<file path="src/rtl/stopwatch_time_counter.sv">
// Stopwatch time base: divides clk into a TICK_HZ tick and counts mm:ss.cc under run/stop/clear.
// Optional lap freeze of the displayed time is built only when STOPWATCH_LAP_EN is defined.
module stopwatch_time_counter #(
  parameter int unsigned CLK_HZ  = 100_000_000,
  parameter int unsigned TICK_HZ = 100
) (
  input  logic       clk,
  input  logic       reset_n,
  input  logic       i_run_stop,
  input  logic       i_clear,
  input  logic       i_lap,
  output logic [9:0] o_msec,
  output logic [5:0] o_sec,
  output logic [5:0] o_min,
  output logic       o_running,
  output logic       o_tick
);

  localparam int unsigned DIV   = CLK_HZ / TICK_HZ;
  localparam int unsigned PW    = (DIV > 1) ? $clog2(DIV) : 1;
  localparam int unsigned MSW   = 10;
  localparam int unsigned SW    = 6;
  localparam logic [PW-1:0] PRESC_MAX = PW'(DIV - 1);

  if (DIV < 2 || (CLK_HZ % TICK_HZ) != 0) begin : g_bad_div
    $error("stopwatch_time_counter: CLK_HZ/TICK_HZ must be an integer >= 2");
  end

  typedef enum logic {
    ST_STOP = 1'b0,
    ST_RUN  = 1'b1
  } state_e;

  state_e           state_q, state_d;
  logic [PW-1:0]    presc_q, presc_d;
  logic [MSW-1:0]   msec_q, msec_d;
  logic [SW-1:0]    sec_q, sec_d;
  logic [SW-1:0]    min_q, min_d;
  logic             running_q, running_d;
  logic             tick_q, tick_d;

  // Next-state: clear dominates; a tick in the stop-pulse cycle still lands.
  always_comb begin
    state_d = state_q;
    presc_d = presc_q;
    msec_d  = msec_q;
    sec_d   = sec_q;
    min_d   = min_q;
    tick_d  = 1'b0;
    if (i_clear) begin
      state_d = ST_STOP;
      presc_d = '0;
      msec_d  = '0;
      sec_d   = '0;
      min_d   = '0;
    end else begin
      if (i_run_stop) begin
        state_d = (state_q == ST_RUN) ? ST_STOP : ST_RUN;
      end
      if (state_q == ST_RUN) begin
        if (presc_q == PRESC_MAX) begin
          presc_d = '0;
          tick_d  = 1'b1;
        end else begin
          presc_d = presc_q + PW'(1);
        end
      end
      // Full carry chain resolves in one edge.
      if (tick_d) begin
        if (msec_q == MSW'(99)) begin
          msec_d = '0;
          if (sec_q == SW'(59)) begin
            sec_d = '0;
            min_d = (min_q == SW'(59)) ? '0 : min_q + SW'(1);
          end else begin
            sec_d = sec_q + SW'(1);
          end
        end else begin
          msec_d = msec_q + MSW'(1);
        end
      end
    end
    running_d = (state_d == ST_RUN);
  end

  always_ff @(posedge clk or negedge reset_n) begin
    if (!reset_n) begin
      state_q   <= ST_STOP;
      presc_q   <= '0;
      msec_q    <= '0;
      sec_q     <= '0;
      min_q     <= '0;
      running_q <= 1'b0;
      tick_q    <= 1'b0;
    end else begin
      state_q   <= state_d;
      presc_q   <= presc_d;
      msec_q    <= msec_d;
      sec_q     <= sec_d;
      min_q     <= min_d;
      running_q <= running_d;
      tick_q    <= tick_d;
    end
  end

  assign o_running = running_q;
  assign o_tick    = tick_q;

`ifdef STOPWATCH_LAP_EN
  logic           hold_q, hold_d;
  logic [MSW-1:0] snap_msec_q, snap_msec_d;
  logic [SW-1:0]  snap_sec_q, snap_sec_d;
  logic [SW-1:0]  snap_min_q, snap_min_d;

  // Lap toggles only in RUN and loses to clear and run/stop in the same cycle.
  always_comb begin
    hold_d      = hold_q;
    snap_msec_d = snap_msec_q;
    snap_sec_d  = snap_sec_q;
    snap_min_d  = snap_min_q;
    if (i_clear) begin
      hold_d      = 1'b0;
      snap_msec_d = '0;
      snap_sec_d  = '0;
      snap_min_d  = '0;
    end else if (i_lap && !i_run_stop && state_q == ST_RUN) begin
      hold_d = !hold_q;
      if (!hold_q) begin
        snap_msec_d = msec_q;
        snap_sec_d  = sec_q;
        snap_min_d  = min_q;
      end
    end
  end

  always_ff @(posedge clk or negedge reset_n) begin
    if (!reset_n) begin
      hold_q      <= 1'b0;
      snap_msec_q <= '0;
      snap_sec_q  <= '0;
      snap_min_q  <= '0;
    end else begin
      hold_q      <= hold_d;
      snap_msec_q <= snap_msec_d;
      snap_sec_q  <= snap_sec_d;
      snap_min_q  <= snap_min_d;
    end
  end

  assign o_msec = hold_q ? snap_msec_q : msec_q;
  assign o_sec  = hold_q ? snap_sec_q  : sec_q;
  assign o_min  = hold_q ? snap_min_q  : min_q;
`else
  logic unused_lap;
  assign unused_lap = i_lap;

  assign o_msec = msec_q;
  assign o_sec  = sec_q;
  assign o_min  = min_q;
`endif

endmodule
</file>
<file path="config.mk">
export PLATFORM = sky130hd
export DESIGN_NAME = stopwatch_time_counter
export DESIGN_NICKNAME = d
export VERILOG_FILES = /design/src/rtl/stopwatch_time_counter.sv
export SDC_FILE = /design/constraint.sdc
export NUM_CORES = 1
export LEC_CHECK = 0
export BUFFER_PORTS_ARGS = -buffer_cell sky130_fd_sc_hd__buf_2
export CAP_MARGIN = 20
export CORE_MARGIN = 2
export CORE_UTILIZATION = 45
export CTS_CLUSTER_DIAMETER = 30
export DETAILED_ROUTE_END_ITERATION = 12
export MAX_ROUTING_LAYER = met4
export SETUP_SLACK_MARGIN = 0.15
export SLEW_MARGIN = 0
export SYNTH_ARGS = -nofsm -noshare
export SYNTH_HDL_FRONTEND = slang
export SYNTH_SLANG_ARGS = --single-unit
</file>
<file path="constraint.sdc">
create_clock -name clk -period 3.2 [get_ports clk]
set_input_delay 0.32 -clock clk [delete_from_list [all_inputs] [get_ports clk]]
set_output_delay 0.32 -clock clk [all_outputs]
set_load 0.005 [all_outputs]
</file>
==> out/results.tsv <==
stage	metric	value	unit
outcome	outcome	completed	
cts	clk root buf	clkbuf_8	
cells_and_area	most frequent cells in the layout	44 x dfrtp_1, 30 x nor2_1, 27 x buf_2	
timing	Max Fclk	368	MHz
setup_path	worst path bufs/invs	1	
timing	final setup vio count	0	
global_routing	antenna violations before repair	0	
cells_and_area	NumNets Final	300	
cts	Post-CTS Resized	0	
timing	Slew HR	60.2	%
cells_and_area	Syn-to-layout area delta	16.7	%
floorplanning	core area	5070	µm²
routing	Starting DRT DRC Count	101	
floorplanning	I/O pins	29	
setup_path	Worst Setup End Kind	flip-flop	
cells_and_area	Seq. cell area	1100	µm²
synth	cell taking the most area after synthesis	dfrtp_1	
setup_path	CP Cell Sequence	ha_1, or4b_2, nor3_1, buf_4, nand4_1, or4_1, a21oi_1	
cts	CTS clk-pin slew, worst paths	80	ps
setup_path	Setup crit start kind	flip-flop	
placed_design	# port buffers	27	
timing	Worst-Margin Slew	597	ps
power	pwr/cell area	393	nW/µm²
routing	WL final	5020	µm
cells_and_area	Final Cell Area	2740	µm²
floorplanning	die area	5810	µm²
setup_path	worst path required time	3420	ps
timing	RSZ-0062 raised after global routing	false	
global_routing	met1 global-route usage	25.0	%
cells_and_area	layout cells sized above 1	18.5	%
cts	CTS tree	yes	
global_routing	GR Util met3	3.79	%
global_routing	number of global-route vias before repair	1820	
routing	Vias/cell	5.48	
cells_and_area	commonest non-fill, non-tap cell in the layout	dfrtp_1	
setup_path	kind of critical path	flip-flop to flip-flop	
synth	Post-Syn Instances	257	
placed_design	gp weighted congestion	0.825	
synth	Syn Nets	266	
routing	routed len/inst	13.9	µm
setup_path	CP top delay family	simple AND/OR/NAND/NOR gates	
cts	clk buf depth	2	
timing	crit share post-route	85.0	%
cts	Clk Latency, worst-skew pair	290	ps
timing	TNS Setup	0	ps
min_path	hold crit path type	input pin to flip-flop	
global_routing	All-Layer GR Usage	18.7	%
global_routing	most used routing layer	met2	
cells_and_area	Multi-input gate area	1190	µm²
synth	Syn Area/Cell	9.13	µm²
synth	synthesized flop and latch total	44	
setup_path	CP max FO	8	
routing	DR vias	1985	
timing	Final Hold Viols	0	
setup_path	slowest CP cell	or4b_2	
cts	TritonCTS buffer count	5	
synth	synth top area cells	dfrtp_1 47%, nor2_1 4.8%, nand2_1 4.2%, o21ai_0 4.1%, a21oi_1 3.2%	
placed_design	hpwl dp	3470	µm
routing	ANT nets after route	0	
synth	Warnings, synthesis	0	
timing	post-layout min period	2720	ps
floorplanning	Die W	76.2	µm
synth	Synth top area share	46.9	%
synth	Synth Cell Area	2350	µm²
floorplanning	std cell rows	26	
timing	Post-Route Skew	7.61	ps
cts	H-tree depth	2	
power	Worst VDD drop	215	µV
timing	Pins Over Slew Limit	0	
synth	synth unique cells	42	
floorplanning	initial core utilization	46.2	%
global_routing	largest net degree at the start of global routing	45	
global_routing	M2 GR Usage	29.4	%
job	Max Cap Viol	0	
timing	hold slack	272	ps
cells_and_area	diodes inserted	0	
synth	post-synthesis sequential area ratio	46.9	%
global_routing	first-pass GRT wire length	8760	µm
global_routing	total gr overflow	0	
placed_design	Cell Area, Placed	2580	µm²
setup_path	Crit path largest cell delay	600	ps
floorplanning	DIE HEIGHT	76.2	µm
cts	Sink Count	44	
setup_path	Critical Path AT	2940	ps
cells_and_area	Fill cells	478	
power	P_leak	1.20	nW
cts	Post-CTS Repair Setup Buffers	0	
routing	Remaining DRCs	0	
power	total power	1.07	mW
routing	drt first pass iters	4	
==> power breakdown <==
group | internal, mW | switching, mW | total (mW)
clock network | 0.276 | 0.188 | 0.464
registers | 0.559 | 0.00689 | 0.566
logic | 0.0142 | 0.0306 | 0.0448
total | 0.849 | 0.226 | 1.07
==> cell usage after synthesis (all sizes together) <==
cell      n
dfrtp    44
a21oi    15
inv       5
or4bb     1
and2      1
ha        4
xor2      8
nor2     31
nor3     10
and3      9
a311oi    1
or4       4
o21ai    19
nand3    13
or2       1
nand4b    1
or4b      3
nand4bb   1
o2111ai   2
o41ai     1
a21o      1
clkbuf    6
nor3b     2
xnor2     8
a31oi     4
nor2b     3
o31ai     7
nor4      2
a211o     2
buf       2
nand2    26
nand4     9
a22oi     1
and4b     1
or3       7
nand2b    2
==> flip-flops by register name, indices dropped and copies added, names as in the netlist <==
name and flops:
o_tick 1, presc_q 20, o_sec 6, o_min 6, o_running 1, o_msec 10
==> through the flow <==
stage               setup WS (ps)  cells  utilization (%)
finish                        480    362             53.9
global route                  306    362             53.9
CTS                           470    360             53.4
detailed placement            487    352             50.9
global placement              511    352             50.9
floorplan                     709    257                -
==> metal layers <==
layer  part of all wire (%)  wire (µm)
met5                      0          0
met4                    1.1         57
met3                    2.9        144
met2                     46       2310
met1                     50       2500
==> cell families after synthesis <==
group	Yosys count	share of synthesized area, %
simple gates	127	29.3
compound gates	53	13.5
flops	44	46.9
xor+xnor	16	5.97
buf+inv	13	2.19
fa+ha+maj	4	2.13
==> final cells by class <==
class / instances / area share (%)
Multi-Input combinational cell: 200 / 43.6
Sequential cell: 44 / 40.2
Timing Repair Buffer: 35 / 7.68
Clock buffer: 7 / 3.52
Tap cell: 70 / 3.20
Clock inverter: 1 / 1.10
Inverter: 5 / 0.686
==> tightest hold or removal path, stage by stage <==
cell,delay (ps)
buf_2,80
xnor2_1,50
nor2_1,70
==> worst paths after layout <==
kind / from / cells after the start / end / slack, ps
worst max-delay path: o_msec[0]$_DFFE_PN0P_ / 7 / o_min[4]$_DFFE_PN0P_ / 480
worst min-delay path: i_run_stop / 3 / o_running$_DFFE_PN0P_ / 270
worst max register to register: o_msec[0]$_DFFE_PN0P_ / 7 / o_min[4]$_DFFE_PN0P_ / 480
worst min register to register: presc_q[17]$_DFFE_PN0N_ / 1 / presc_q[17]$_DFFE_PN0N_ / 510
max in group asynchronous: reset_n / 3 / presc_q[10]$_DFFE_PN0N_ / 2250
min in group asynchronous: reset_n / 2 / o_msec[5]$_DFFE_PN0P_ / 460
==> timing repair <==
| item | in CTS | in global routing |
|---|---|---|
| hold buffers | 0 | 1 |
| endpoints found under the setup margin | 0 | 0 |
| hold endpoints to repair | 0 | 14 |
No activity file was read; power rests on OpenSTA's default activity.
